[src/rtl/ws2811_pkg.sv]
// Shared WS2811 types, 12 MHz default timing and GRB packing for the serialiser.
// Latency: n/a (declarations only); backpressure: n/a.
package ws2811_pkg;

    typedef enum logic [2:0] {
        ST_IDLE  = 3'd0,
        ST_LATCH = 3'd1,
        ST_LOAD  = 3'd2,
        ST_BITHI = 3'd3,
        ST_BITLO = 3'd4
    } state_t;

    localparam int DEF_NUM_LEDS = 54;
    localparam int DEF_T0H      = 4;
    localparam int DEF_T1H      = 9;
    localparam int DEF_TBIT     = 15;
    localparam int DEF_TRESET   = 1000;

    localparam int CNT_W    = 16;
    localparam int BITCNT_W = 5;
    localparam int PIX_W    = 24;

    localparam int G_MSB = 23;
    localparam int G_LSB = 16;
    localparam int R_MSB = 15;
    localparam int R_LSB = 8;
    localparam int B_MSB = 7;
    localparam int B_LSB = 0;

    function automatic logic [PIX_W-1:0] pack_grb(input logic [7:0] g,
                                                  input logic [7:0] r,
                                                  input logic [7:0] b);
        logic [PIX_W-1:0] p;
        p              = '0;
        p[G_MSB:G_LSB] = g;
        p[R_MSB:R_LSB] = r;
        p[B_MSB:B_LSB] = b;
        return p;
    endfunction

endpackage

[src/rtl/ws2811_bittimer.sv]
// One NRZ bit: start_i -> dout high T0H/T1H cycles, then low to TBIT total; done_o on last cycle.
// Latency: dout rises the cycle after start_i; backpressure: none, start_i may coincide with done_o.
module ws2811_bittimer
    import ws2811_pkg::*;
#(
    parameter int T0H  = DEF_T0H,
    parameter int T1H  = DEF_T1H,
    parameter int TBIT = DEF_TBIT
) (
    input  logic clk,
    input  logic resetn,
    input  logic start_i,
    input  logic bit_i,
    output logic dout_o,
    output logic hi_end_o,
    output logic done_o
);

    localparam logic [CNT_W-1:0] T0H_C     = CNT_W'(T0H);
    localparam logic [CNT_W-1:0] T1H_C     = CNT_W'(T1H);
    localparam logic [CNT_W-1:0] TBIT_LAST = CNT_W'(TBIT - 1);

    logic             active_q;
    logic             dout_q;
    logic [CNT_W-1:0] cnt_q;
    logic [CNT_W-1:0] hilen_q;

    assign hi_end_o = active_q && dout_q && (cnt_q == hilen_q - CNT_W'(1));
    assign done_o   = active_q && (cnt_q == TBIT_LAST);
    assign dout_o   = dout_q;

    always_ff @(posedge clk) begin
        if (!resetn) begin
            active_q <= 1'b0;
            dout_q   <= 1'b0;
            cnt_q    <= '0;
            hilen_q  <= '0;
        end else if (start_i) begin
            active_q <= 1'b1;
            dout_q   <= 1'b1;
            cnt_q    <= '0;
            hilen_q  <= bit_i ? T1H_C : T0H_C;
        end else if (active_q) begin
            if (done_o) begin
                active_q <= 1'b0;
                dout_q   <= 1'b0;
            end else begin
                cnt_q <= cnt_q + CNT_W'(1);
                if (hi_end_o) begin
                    dout_q <= 1'b0;
                end
            end
        end
    end

endmodule

[src/rtl/ws2811_serialiser.sv]
// Drives ledindex, samples GRB per pixel, emits WS2811 NRZ stream and a TRESET latch per frame.
// Latency: first dout rise TRESET+1 cycles after framesync; backpressure: none, free-running.
module ws2811_serialiser
    import ws2811_pkg::*;
#(
    parameter int NUM_LEDS = DEF_NUM_LEDS,
    parameter int T0H      = DEF_T0H,
    parameter int T1H      = DEF_T1H,
    parameter int TBIT     = DEF_TBIT,
    parameter int TRESET   = DEF_TRESET
) (
    input  logic       clk,
    input  logic       resetn,
    input  logic       enable,
    input  logic [7:0] red,
    input  logic [7:0] green,
    input  logic [7:0] blue,
    output logic [7:0] ledindex,
    output logic       dout,
    output logic       framesync,
    output logic       busy
);

    if (!(T0H > 0 && T0H < T1H && T1H < TBIT)) begin : g_bad_bit_timing
        $error("ws2811_serialiser: need 0 < T0H < T1H < TBIT");
    end
    if (TBIT * 24 < 48 || TRESET < 48) begin : g_bad_settle_timing
        $error("ws2811_serialiser: ledcontroller settle window needs TBIT*24 >= 48 and TRESET >= 48");
    end
    if (NUM_LEDS < 1 || NUM_LEDS > 256) begin : g_bad_num_leds
        $error("ws2811_serialiser: NUM_LEDS must be 1..256");
    end

    localparam logic [7:0]       LAST_IDX = 8'(NUM_LEDS - 1);
    localparam logic [CNT_W-1:0] RST_LAST = CNT_W'(TRESET - 1);

    state_t              state_q, state_d;
    logic [PIX_W-1:0]    shreg_q, shreg_d;
    logic [BITCNT_W-1:0] bitcnt_q, bitcnt_d;
    logic [CNT_W-1:0]    cnt_q, cnt_d;
    logic [7:0]          ledindex_q, ledindex_d;
    logic                framesync_q, framesync_d;
    logic                busy_q;

    logic tmr_start;
    logic tmr_bit;
    logic tmr_dout;
    logic tmr_hi_end;
    logic tmr_done;

    always_comb begin
        state_d     = state_q;
        shreg_d     = shreg_q;
        bitcnt_d    = bitcnt_q;
        cnt_d       = cnt_q;
        ledindex_d  = ledindex_q;
        framesync_d = 1'b0;
        tmr_start   = 1'b0;

        unique case (state_q)
            ST_IDLE: begin
                if (enable) begin
                    state_d     = ST_LATCH;
                    framesync_d = 1'b1;
                    cnt_d       = '0;
                    ledindex_d  = '0;
                end
            end
            ST_LATCH: begin
                if (cnt_q == RST_LAST) begin
                    state_d = enable ? ST_LOAD : ST_IDLE;
                end else begin
                    cnt_d = cnt_q + CNT_W'(1);
                end
            end
            ST_LOAD: begin
                shreg_d    = pack_grb(green, red, blue);
                ledindex_d = (ledindex_q == LAST_IDX) ? 8'd0 : ledindex_q + 8'd1;
                bitcnt_d   = BITCNT_W'(PIX_W - 1);
                tmr_start  = 1'b1;
                state_d    = ST_BITHI;
            end
            ST_BITHI: begin
                if (tmr_hi_end) begin
                    state_d = ST_BITLO;
                end
            end
            ST_BITLO: begin
                if (tmr_done) begin
                    if (bitcnt_q != '0) begin
                        // Rotating instead of shifting is harmless: the wrapped bit is reloaded before it reaches bit 23.
                        shreg_d   = {shreg_q[PIX_W-2:0], shreg_q[PIX_W-1]};
                        bitcnt_d  = bitcnt_q - BITCNT_W'(1);
                        tmr_start = 1'b1;
                        state_d   = ST_BITHI;
                    end else if (ledindex_q == 8'd0 || !enable) begin
                        // ledindex already wrapped to 0 in LOAD when the pixel just sent was the last one.
                        state_d     = ST_LATCH;
                        framesync_d = 1'b1;
                        cnt_d       = '0;
                        ledindex_d  = '0;
                    end else begin
                        state_d = ST_LOAD;
                    end
                end
            end
            default: begin
                state_d = ST_IDLE;
            end
        endcase
    end

    assign tmr_bit = shreg_d[PIX_W-1];

    always_ff @(posedge clk) begin
        if (!resetn) begin
            state_q     <= ST_IDLE;
            shreg_q     <= '0;
            bitcnt_q    <= '0;
            cnt_q       <= '0;
            ledindex_q  <= '0;
            framesync_q <= 1'b0;
            busy_q      <= 1'b0;
        end else begin
            state_q     <= state_d;
            shreg_q     <= shreg_d;
            bitcnt_q    <= bitcnt_d;
            cnt_q       <= cnt_d;
            ledindex_q  <= ledindex_d;
            framesync_q <= framesync_d;
            busy_q      <= (state_d != ST_IDLE);
        end
    end

    ws2811_bittimer #(
        .T0H  (T0H),
        .T1H  (T1H),
        .TBIT (TBIT)
    ) u_bittimer (
        .clk      (clk),
        .resetn   (resetn),
        .start_i  (tmr_start),
        .bit_i    (tmr_bit),
        .dout_o   (tmr_dout),
        .hi_end_o (tmr_hi_end),
        .done_o   (tmr_done)
    );

    assign ledindex  = ledindex_q;
    assign dout      = tmr_dout;
    assign framesync = framesync_q;
    assign busy      = busy_q;

endmodule

[config.mk]
export PLATFORM = sky130hd
export DESIGN_NAME = ws2811_serialiser
export DESIGN_NICKNAME = d
export VERILOG_FILES = /design/src/rtl/ws2811_pkg.sv /design/src/rtl/ws2811_bittimer.sv /design/src/rtl/ws2811_serialiser.sv
export SDC_FILE = /design/constraint.sdc
export NUM_CORES = 1
export LEC_CHECK = 0
export ABC_AREA = 1
export BUFFER_PORTS_ARGS = -buffer_cell sky130_fd_sc_hd__buf_2
export CAP_MARGIN = 20
export CORE_ASPECT_RATIO = 0.9
export CORE_MARGIN = 4
export CORE_UTILIZATION = 31
export DETAILED_ROUTE_END_ITERATION = 10
export PLACE_DENSITY_LB_ADDON = 0.12
export SYNTH_ARGS = -nofsm -noshare
export SYNTH_HDL_FRONTEND = slang
export SYNTH_SLANG_ARGS = --single-unit
[constraint.sdc]
create_clock -name clk -period 2.42 [get_ports clk]
set_input_delay 0.242 -clock clk [delete_from_list [all_inputs] [get_ports clk]]
set_output_delay 0.242 -clock clk [all_outputs]
set_load 0.02 [all_outputs]
==> metrics.txt <==
initial antenna violation count 0; R2R Setup Slk 0.36 ns; largest area contributor in the netlist dfxtp_1; largest net degree at the start of global routing 34; crit path from u_bittimer.cnt_q[0]; # fillers 1,478; final core area utilization 37.09%; final slew viol count 0; H-tree levels 3; DRC 0; die width 133.3 um; Slowest-stage cell, CP dfxtp_1; Initial DRC Count 165; Avg Cell Area, Syn 6.871 um^2; post-cts gate resize count 0; Critical Path Most Common Cell nand2_1; Vias/cell 4.745; CTS root buf clkbuf_16; Reg2Reg Launch Point u_bittimer.cnt_q[0]; std cell rows 40; first-pass GRT wire length 19,100 um; CP required 2.69 ns; Hold EP shreg_q[6]; post-synth top area share 35.68%; TritonRoute pass-1 iters 4; Crit. End Element register; wire per inst 12.94 um; Overflow after GRT 0; Max Clk Rate 485.2 MHz; Post-CTS Setup Inserts 0; RSZ-0062 raised after global routing false; logic depth of the worst register-to-register path 11; die height 120.7 um; Max clock buf depth 2; antenna diode count 0; vias in the first global route 3,954; Global Route Usage Sum 14.52%; core box area 13,560 um^2; Hold Path Stages 3; clk sinks 78; layout cells sized above 1 15.83%; Synth Warn # 0; Ports 38; max-capacitance violation count 0; Post-Route WL 11,190 um; flop and latch count out of synthesis 78; CP Class reg2reg; I/O Buffers 37; CP Cell Sequence inv_1 > ha_1 > nand3_1 > nor2_2 > nand2_1 > nand2_1 > nor2_1 > nand2_1 > nor2_1 > nand2_1 > a21oi_1; Post-DP Area 4738 um^2; post-synth cell types 39; final instance area 5031 um^2; # hold bufs at CTS 0; Rel. slew slack 62.06%; Vias 4,104; WP data arrival 2.33 ns; CP max stage delay 0.43 ns; Slew @ Worst Pin 0.5647 ns; clk slew on worst S/H paths 0.06 ns; worst-skew pair later-pin latency 0.34 ns; FF-to-FF End u_bittimer.cnt_q[8]; Final Cycle Share 85.17%; Worst Path Max Fanout 12; Sum Neg Setup Slack 0 ns; CTS buffer count 9; post-synth design cell area 4377 um^2; synth top area cells dfxtp_1 36%, nand2_1 13%, a21oi_1 7.5%, nand3_1 6.1%, nor2_1 5.1%; Mapped Nets 674; Final Hold Vio Count 0; Min-Delay Path Class in2reg; Pleak 1.879 nW; CTS tree built; PwrDens 555.2 nW/um^2; Starting Density 32.27%; Final Setup Violations 0; final clock skew 0.007554 ns; sequential element share of the synthesized area 35.68%; DPL Wire Length 7834 um; Cells after Synth 637; status completed; fin crit period 2.061 ns; CP Launch Type register; min-delay src blue[6]; DRT antenna net count 0; P&R area growth vs syn 14.95%; nets 708; RePlAce Congestion 0.8108; Max VDD drop 0.4408 mV; die area 16,090 um^2
sequential cells by signal, indices dropped and copies added (netlist names):
register and flops:
shreg_q 24, cnt_q 16, u_bittimer.cnt_q 16, ledindex 8, bitcnt_q 5, state_q 3, u_bittimer.hilen_q 2, busy 1
framesync 1, u_bittimer.active_q 1, u_bittimer.dout_o 1
worst max-delay path, delay by kind of cell, from the launching register on:
kind,cells,cell delay (ns)
AOI/OAI and AO/OA,1,0.12
adders and majority gates,1,0.20
buffers and inverters,1,0.09
DFF,1,0.43
and+or+nand+nor,8,1.13
worst max-delay path by stage:
stage | end | slack, ns | cells after the start
after CTS | u_bittimer.cnt_q[8] | 0.36 | 11
after floorplan | cnt_q[5] | 0.72 | 10
after detailed placement | u_bittimer.cnt_q[7] | 0.38 | 11
after global placement | u_bittimer.cnt_q[8] | 0.47 | 10
final | u_bittimer.cnt_q[8] | 0.36 | 11
after global routing | u_bittimer.cnt_q[7] | 0.09 | 11
cell type report:
class,count,area (um^2),area share (%)
Clock buffer,11,232.7,4.626
Clock inverter,5,60.06,1.194
Inverter,62,232.7,4.626
Multi-Input combinational cell,476,2470,49.09
Sequential cell,78,1562,31.04
Tap cell,189,236.5,4.700
Timing Repair Buffer,44,237.7,4.725
routing by layer:
| metal | vias up | GRT usage [%] | part of all wire, % |
|---|---|---|---|
| met4 | 0 | 3.406 | 0.85 |
| li1 | 2168 | - | - |
| met2 | 70 | 22.94 | 44 |
| met3 | 6 | 4.534 | 3.9 |
| met1 | 1860 | 19.44 | 51 |
| met5 | - | 0 | 0 |
cell usage after synthesis, drive strengths merged:
cell and instances:
a211oi 1, a21boi 1, a21oi 76, a31oi 9, and2 1, buf 11
clkbuf 10, clkinv 1, dfxtp 78, ha 10, inv 61, nand2 165
nand3 54, nand3b 3, nand4 19, nor2 67, nor3 17, nor3b 3
nor4 1, o21ai 31, or2 6, xnor2 5, xor2 7
logic make-up (layout without fill, tap and decap cells):
group,count (synthesis),after routing,share of synthesized area (%)
and+or+nand+nor,336,336,36.08
adders and majority gates,10,10,2.859
AOI/OAI and AO/OA,118,118,15.09
DFF,78,78,35.68
xor gates and xnor gates,12,12,2.401
buffers and inverters,83,122,7.890
through the flow:
step | hold WS (ns) | power [mW] | setup WS [ns] | instances
after CTS | 0.1553 | 2.850 | 0.3623 | 865
final | 0.1691 | 2.793 | 0.3589 | 865
after detailed placement | 0.4499 | 1.461 | 0.3814 | 849
after global routing | 0.1601 | 2.916 | 0.08519 | 865
after global placement | 0.4382 | 1.460 | 0.4719 | 849
after floorplan | 0.4105 | 1.414 | 0.7191 | 637
placed cells by master, fill, tap and decap left out, drive strengths merged:
master and count:
a211oi 1, a21boi 1, a21oi 76, a31oi 9
and2 1, buf 44, bufinv 1, clkbuf 11
clkinv 4, clkinvlp 1, dfxtp 78, ha 10
inv 61, nand2 165, nand3 54, nand3b 3
nand4 19, nor2 67, nor3 17, nor3b 3
nor4 1, o21ai 31, or2 6, xnor2 5
xor2 7
where the power goes:
group | leakage [nW] | internal, mW | switching, mW
sequential | 0.629 | 1.29 | 0.00591
combinational | 1.11 | 0.0414 | 0.0924
clock | 0.140 | 0.802 | 0.561
total | 1.88 | 2.13 | 0.659
Note: power is estimated with default switching activity, not from simulation.
